===== src/rtl/iir_pkg.sv =====
// ---------------------------------------------------------------------------
// iir_pkg
//   Shared fixed-point formats and conversion helpers for the IIR datapath.
//   Contents:
//     - width / fraction localparams for the FIR-sum input and the bus output
//     - typedefs sfix22_En14_t (input) and sfix16_En10_t (output)
//     - round_half_up() : add half an output LSB, arithmetic shift down
//     - saturate()      : clamp the rounded value into the output range
//     - round_sat()     : both steps in one call, for the feedback path
// ---------------------------------------------------------------------------
package iir_pkg;

  localparam int IN_W     = 22;
  localparam int IN_FRAC  = 14;
  localparam int OUT_W    = 16;
  localparam int OUT_FRAC = 10;

  // Fraction bits dropped going from input to output format (must be >= 1).
  localparam int SHIFT = IN_FRAC - OUT_FRAC;

  // One guard bit so that din + half-LSB cannot wrap.
  localparam int RND_W = IN_W + 1;

  localparam int OUT_MAX = (2 ** (OUT_W - 1)) - 1;
  localparam int OUT_MIN = -(2 ** (OUT_W - 1));

  typedef logic signed [IN_W-1:0]  sfix22_En14_t;
  typedef logic signed [OUT_W-1:0] sfix16_En10_t;
  typedef logic signed [RND_W-1:0] rnd_t;

  // Saturated result plus a marker telling whether clamping happened.
  typedef struct packed {
    logic         sat;
    sfix16_En10_t data;
  } sat_res_t;

  // Round half up (ties toward +inf): bias by half an output LSB, then
  // arithmetic shift. The result keeps the guard bit so it can exceed the
  // output range; saturate() deals with that.
  function automatic rnd_t round_half_up(input sfix22_En14_t x);
    rnd_t sum;
    sum = rnd_t'(x) + rnd_t'(1 <<< (SHIFT - 1));
    return sum >>> SHIFT;
  endfunction

  function automatic sat_res_t saturate(input rnd_t r);
    sat_res_t res;
    if (r > rnd_t'(OUT_MAX)) begin
      res.sat  = 1'b1;
      res.data = sfix16_En10_t'(OUT_MAX);
    end else if (r < rnd_t'(OUT_MIN)) begin
      res.sat  = 1'b1;
      res.data = sfix16_En10_t'(OUT_MIN);
    end else begin
      res.sat  = 1'b0;
      res.data = sfix16_En10_t'(r);
    end
    return res;
  endfunction

  // Single-cycle form of the two pipeline steps above.
  function automatic sat_res_t round_sat(input sfix22_En14_t x);
    return saturate(round_half_up(x));
  endfunction

endpackage


===== src/rtl/sync_fifo_fwft.sv =====
// ---------------------------------------------------------------------------
// sync_fifo_fwft
//   Single-clock first-word-fall-through FIFO. The head entry is presented
//   on rd_data whenever rd_valid is high; rd_en pops it.
//   A write that finds the FIFO full is accepted only if a pop happens in
//   the same cycle; otherwise it is discarded and wr_drop pulses.
//   Ports:
//     clk, reset      rising-edge clock, synchronous active-high reset
//     wr_en, wr_data  write request and data
//     wr_drop         write discarded this cycle (full, no pop)
//     rd_en           consumer ready; pops when rd_valid
//     rd_data         head entry (0 while empty)
//     rd_valid        FIFO not empty
//     level           number of stored entries
// ---------------------------------------------------------------------------
module sync_fifo_fwft #(
  parameter int WIDTH = 16,
  parameter int DEPTH = 4
) (
  input  logic                       clk,
  input  logic                       reset,
  input  logic                       wr_en,
  input  logic [WIDTH-1:0]           wr_data,
  output logic                       wr_drop,
  input  logic                       rd_en,
  output logic [WIDTH-1:0]           rd_data,
  output logic                       rd_valid,
  output logic [$clog2(DEPTH+1)-1:0] level
);

  localparam int AW = (DEPTH > 1) ? $clog2(DEPTH) : 1;
  localparam int LW = $clog2(DEPTH + 1);

  logic [WIDTH-1:0] mem [DEPTH];
  logic [AW-1:0]    wr_ptr;
  logic [AW-1:0]    rd_ptr;
  logic             full;
  logic             empty;
  logic             push;
  logic             pop;

  // Explicit wrap keeps the pointers correct even if DEPTH is not a
  // power of two.
  function automatic logic [AW-1:0] next_ptr(input logic [AW-1:0] p);
    return (p == AW'(DEPTH - 1)) ? '0 : p + 1'b1;
  endfunction

  assign empty    = (level == '0);
  assign full     = (level == LW'(DEPTH));
  assign pop      = rd_en && !empty;
  // A pop in the same cycle frees the slot the write lands in.
  assign push     = wr_en && (!full || pop);
  assign wr_drop  = wr_en && full && !pop;
  assign rd_valid = !empty;
  // Gate the head so the output reads 0 after reset and while empty.
  assign rd_data  = empty ? '0 : mem[rd_ptr];

  always_ff @(posedge clk) begin
    if (reset) begin
      wr_ptr <= '0;
      rd_ptr <= '0;
      level  <= '0;
    end else begin
      if (push) wr_ptr <= next_ptr(wr_ptr);
      if (pop)  rd_ptr <= next_ptr(rd_ptr);
      case ({push, pop})
        2'b10:   level <= level + 1'b1;
        2'b01:   level <= level - 1'b1;
        default: level <= level;
      endcase
    end
  end

  // Storage needs no reset: nothing is visible until level says so.
  always_ff @(posedge clk) begin
    if (push) mem[wr_ptr] <= wr_data;
  end

endmodule


===== src/rtl/iir_output_stage.sv =====
// ---------------------------------------------------------------------------
// iir_output_stage
//   Output end of the IIR datapath. Takes the FIR-section sum every valid
//   cycle, keeps one of every DECIM valid samples, rounds (half up) and
//   saturates it from sfix22_En14 to sfix16_En10 over two register stages,
//   and queues the result in a FWFT FIFO read over valid/ready.
//   The FIR section cannot stall, so nothing is pushed back upstream: a
//   result arriving at a full FIFO is lost and drop_flag records it.
//   Ports:
//     clk, reset   rising-edge clock, synchronous active-high reset
//     in_valid     din valid this cycle
//     din          FIR sum, sfix22_En14
//     flags_clr    clears sat_flag / drop_flag (a same-cycle set wins)
//     out_data     FIFO head, sfix16_En10
//     out_valid    out_data holds a valid entry
//     out_ready    consumer accepts when out_valid && out_ready
//     fifo_level   entries held
//     sat_flag     sticky: a kept sample was clamped
//     drop_flag    sticky: a result was lost to a full FIFO
//   Latency: kept sample in cycle 0 -> out_valid in cycle 3 (FIFO empty).
// ---------------------------------------------------------------------------
module iir_output_stage
  import iir_pkg::*;
#(
  parameter int DECIM      = 3,
  parameter int FIFO_DEPTH = 4
) (
  input  logic                            clk,
  input  logic                            reset,
  input  logic                            in_valid,
  input  logic [IN_W-1:0]                 din,
  input  logic                            flags_clr,
  output logic [OUT_W-1:0]                out_data,
  output logic                            out_valid,
  input  logic                            out_ready,
  output logic [$clog2(FIFO_DEPTH+1)-1:0] fifo_level,
  output logic                            sat_flag,
  output logic                            drop_flag
);

  localparam int STAGES = 2;
  localparam int DCNT_W = (DECIM > 1) ? $clog2(DECIM) : 1;

  // ---------------- decimation ----------------
  logic [DCNT_W-1:0] dcnt;
  logic              keep;

  // Phase 0 is the kept one, so the first valid after reset goes through.
  assign keep = in_valid && (dcnt == '0);

  always_ff @(posedge clk) begin
    if (reset) begin
      dcnt <= '0;
    end else if (in_valid) begin
      dcnt <= (dcnt == DCNT_W'(DECIM - 1)) ? '0 : dcnt + 1'b1;
    end
  end

  // ---------------- S1 round / S2 saturate ----------------
  // vld_pipe[1] qualifies S1, vld_pipe[STAGES] qualifies S2 (FIFO write).
  logic [STAGES:1] vld_pipe;
  rnd_t            s1_r;
  sat_res_t        s2;

  always_ff @(posedge clk) begin
    if (reset) begin
      vld_pipe <= '0;
      s1_r     <= '0;
      s2       <= '0;
    end else begin
      vld_pipe <= {vld_pipe[STAGES-1:1], keep};
      if (keep)        s1_r <= round_half_up(sfix22_En14_t'(din));
      if (vld_pipe[1]) s2   <= saturate(s1_r);
    end
  end

  // ---------------- output FIFO ----------------
  logic wr_drop;

  sync_fifo_fwft #(
    .WIDTH (OUT_W),
    .DEPTH (FIFO_DEPTH)
  ) u_fifo (
    .clk      (clk),
    .reset    (reset),
    .wr_en    (vld_pipe[STAGES]),
    .wr_data  (s2.data),
    .wr_drop  (wr_drop),
    .rd_en    (out_ready),
    .rd_data  (out_data),
    .rd_valid (out_valid),
    .level    (fifo_level)
  );

  // ---------------- sticky flags ----------------
  // Saturation is flagged at the FIFO-write edge whether or not the
  // write itself is kept.
  logic sat_set;
  assign sat_set = vld_pipe[STAGES] && s2.sat;

  always_ff @(posedge clk) begin
    if (reset) begin
      sat_flag  <= 1'b0;
      drop_flag <= 1'b0;
    end else begin
      if (sat_set)        sat_flag <= 1'b1;
      else if (flags_clr) sat_flag <= 1'b0;
      if (wr_drop)        drop_flag <= 1'b1;
      else if (flags_clr) drop_flag <= 1'b0;
    end
  end

endmodule


===== config.mk =====
export PLATFORM = sky130hd
export DESIGN_NAME = iir_output_stage
export DESIGN_NICKNAME = d
export VERILOG_FILES = /design/src/rtl/iir_pkg.sv /design/src/rtl/sync_fifo_fwft.sv /design/src/rtl/iir_output_stage.sv
export SDC_FILE = /design/constraint.sdc
export NUM_CORES = 1
export LEC_CHECK = 0
export CAP_MARGIN = 5
export CORE_MARGIN = 2
export CORE_UTILIZATION = 42
export DETAILED_ROUTE_END_ITERATION = 10
export DONT_BUFFER_PORTS = 1
export PLACE_DENSITY = 0.64
export SYNTH_ARGS = -nofsm -noshare
export SYNTH_HDL_FRONTEND = slang
export SYNTH_SLANG_ARGS = --single-unit

===== constraint.sdc =====
create_clock -name clk -period 3.4 [get_ports clk]
set_clock_uncertainty 0.1 [all_clocks]
set_input_delay 0.68 -clock clk [delete_from_list [all_inputs] [get_ports clk]]
set_output_delay 0.68 -clock clk [all_outputs]
set_load 0.005 [all_outputs]

==> summary.txt <==
Worst setup path
  – Worst EP required: 2620 ps
  – R2R setup slack: 900 ps
  – Critical Path Source Type: flip-flop
  – Max incr delay on CP: 810 ps
  – CP max-delay cell: dfxtp_1
  – CP Capture Type: output port
  – Critical Path Fanout Max: 16
  – R2R cell count: 9
  – Kind of critical path: reg -> out
  – CP cell instances: mux4_2, and2_1
  – CP arrival: 1940 ps

Synthesis
  – Synth Area in Simple Gates: 14.03%
  – Largest family of logic cells by synthesized area: simple AND/OR/NAND/NOR gates
  – Top FF cell, synth: edfxtp_1
  – Async S/R FF share, synth: 0%
  – Yosys warning count: 0
  – Adder-Cell Fraction of Synth Area: 2.276%
  – Flops & latches, synth: 115
  – Mapped cell area: 4727 um2
  – Synth Area in XOR/XNOR: 2.779%
  – Post-synth EDFFs: 64
  – Post-Syn Nets: 408
  – Synth unique cells: 40
  – Syn_area_per_cell: 12.67 um2
  – Compound-Gate Fraction of Synth Area: 7.570%
  – Mapped Cells: 373
  – Mux cell area share after synthesis: 8.470%
  – Post-synthesis sequential area ratio: 62.26%

Detailed routing
  – Pre-antenna DRT Iters: 5
  – DRC errors left: 0
  – Per-cell routed wire length: 15.82 um
  – Via count: 2764
  – Initial DRC Count: 103
  – Total wire length: 8.305 mm
  – Routed Antenna Nets: 0
  – Vias/cell: 5.265

CTS
  – Post-cts sizing count: 0
  – TritonCTS clock tree: done
  – Clock sinks: 115
  – Post-CTS Hold Fix Bufs: 0
  – Bufs on Longest Clock Path: 2
  – Worst-path clk slew: 60 ps
  – Num CTS Buffers: 17
  – Root buf cell: clkbuf_8
  – Post-CTS setup buffer count: 0
  – H-tree depth: 4
  – Clk_lat worst skew: 500 ps

STA
  – Fin crit share: 79.93%
  – Slew Viols, Final: 0
  – Slew headroom: 40.29%
  – Post-layout min period: 2717 ps
  – Final Hold Slack: 149.8 ps
  – F_max: 368.0 MHz
  – Setup ws final: 682.5 ps
  – Worst-Margin Slew: 893.7 ps
  – RSZ-0062 raised after global routing: false
  – Final setup viols: 0
  – Final hold violation count: 0
  – Setup tns final: 0 ps

Placed design
  – Dpl cell area: 4841 um2
  – Dpl ws: 626.7 ps
  – Global placer's final weighted congestion: 0.7417
  – I/O Buffers: 0
  – Post-DP HPWL: 5.335 mm

Run
  – Max-cap viol count: 0

Min path
  – Worst hold stages: 1
  – Worst min path class: in -> reg

Floorplan
  – Area of the die: 12120 um2
  – I/O pin count: 49
  – Die width: 110.1 um
  – Die Y-Extent: 110.1 um
  – Starting Density: 43.42%
  – Placeable Area: 10890 um2
  – Row count: 38

Global routing
  – Initial antenna violation count: 0
  – First-pass GRT wire length: 13.86 mm
  – Total grt overflow: 0
  – GRT Overall Usage: 15.33%
  – Largest net degree at the start of global routing: 52
  – Vias in the first global route: 2864

Final layout
  – Fin util: 50.15%
  – Layout cell share with drive strength beyond 1: 13.77%
  – Area grow syn2layout: 15.51%
  – Final Cell Area: 5460 um2
  – Ant diodes: 0
  – Fin nets: 407

Power
  – Combinational Power Share: 8.7%
  – Sw Pwr: 859.1 uW
  – Reg power frac: 42.3%
  – Leak: 0.001828 uW
  – Clock share of power: 49.0%
  – Power Density: 684.3 nW/um2
  – Sw Ratio: 22.99%
  – Internal power: 2878 uW
  – Peak supply drop: 0.2458 mV

Run status
  – Status: finished, final reports clean
routing by layer:
layer	global-route usage (%)	wire, um	up-vias
met2	23.40	3841	53
met5	0	0	-
met3	5.526	395	10
li1	-	-	1368
met4	5.357	104	0
met1	20.29	3963	1333
kinds of logic after synthesis:
group / after synthesis
multiplexers: 20
flip-flops: 115
adder cells (fa/ha/maj): 8
XOR/XNOR: 15
buffers and inverters: 32
AO/OA/AOI/OAI: 61
AND/OR/NAND/NOR: 122
Yosys cell counts, types with 2 or more instances:
cell	number	share of area [%]
or3_1	8	1.1
buf_2	3	0.32
xor2_1	13	2.4
clkbuf_1	19	1.5
nand2b_1	15	2.0
nor3b_1	2	0.32
and2_1	20	2.6
a211oi_1	13	2.1
and4_1	3	0.56
ha_1	7	1.9
nand3_1	8	0.85
a21oi_1	23	2.4
nand2_1	12	0.95
dfxtp_1	51	22
nor3_1	3	0.32
nor2b_1	3	0.40
a22oi_1	2	0.32
mux4_2	16	7.6
nor2_1	33	2.6
mux2i_1	4	0.85
o21ai_0	17	1.8
inv_1	9	0.71
xnor2_1	2	0.37
a311oi_1	2	0.37
edfxtp_1	64	41
nand4_1	7	0.93
worst paths after layout:
kind,start,to
setup / recovery,flip-flop,out_data[14]
hold reg to reg,s1_r[0],s1_r[0]
hold / removal,reset,s1_r[15]
setup reg to reg,u_fifo.level[0],u_fifo.level[2]
power groups by stage:
| stage | logic (uW) | clock network [uW] | registers (uW) |
|---|---|---|---|
| finish | 326 | 1830 | 1580 |
| global route | 374 | 1920 | 1590 |
| CTS | 338 | 1850 | 1580 |
| detailed placement | 336 | 0 | 1610 |
| global placement | 329 | 0 | 1610 |
| floorplan | 281 | 0 | 1590 |
cell type report:
| class | instances | area, um2 |
|---|---|---|
| timing repair buffer | 3 | 22.52 |
| multi-input combinational | 226 | 1667 |
| tap | 140 | 175.2 |
| clock inverter | 15 | 205.2 |
| inverter | 9 | 33.78 |
| clock buffer | 17 | 414.1 |
| sequential | 115 | 2943 |
| fill | 936 | 5428 |
state kept, by name, summed over array words and instances (netlist names), named ones only:
signal	cells
dcnt	2
drop_flag	1
s1_r	19
s2	17
sat_flag	1
u_fifo.level	3
u_fifo.mem	64
u_fifo.rd_ptr	2
u_fifo.wr_ptr	2
vld_pipe	2
critical path: cells and delay by family (launching register included):
kind | cells | cell delay, ps
flip-flops | 1 | 810
multiplexers | 1 | 430
AND/OR/NAND/NOR | 1 | 190
per-stage QoR:
step                      instances  total power (uW)
after global placement          493              1934
after detailed placement        493              1946
after floorplan                 373              1868
final                           525              3737
after CTS                       525              3768
after global routing            525              3883
cell usage in the layout (no fill, tap or decap), types with 2 or more instances in the layout:
cell and instances:
or3_1 8, buf_4 3, mux4_2 16, xor2_1 13, nor3_1 3, nand3_1 8
clkinvlp_4 2, a311oi_1 2, bufinv_16 4, inv_6 3, ha_1 7, clkbuf_16 16
edfxtp_1 64, nand2_1 12, o21ai_0 17, a22oi_1 2, and2_1 20, mux2i_1 4
nor2_1 33, xnor2_1 2, a21oi_1 23, a211oi_1 13, inv_1 9, nand2b_1 15
nor3b_1 2, and4_1 3, nand4_1 7, dfxtp_1 51, nor2b_1 3, clkinv_4 4
No activity file was read; power rests on OpenSTA's default activity.
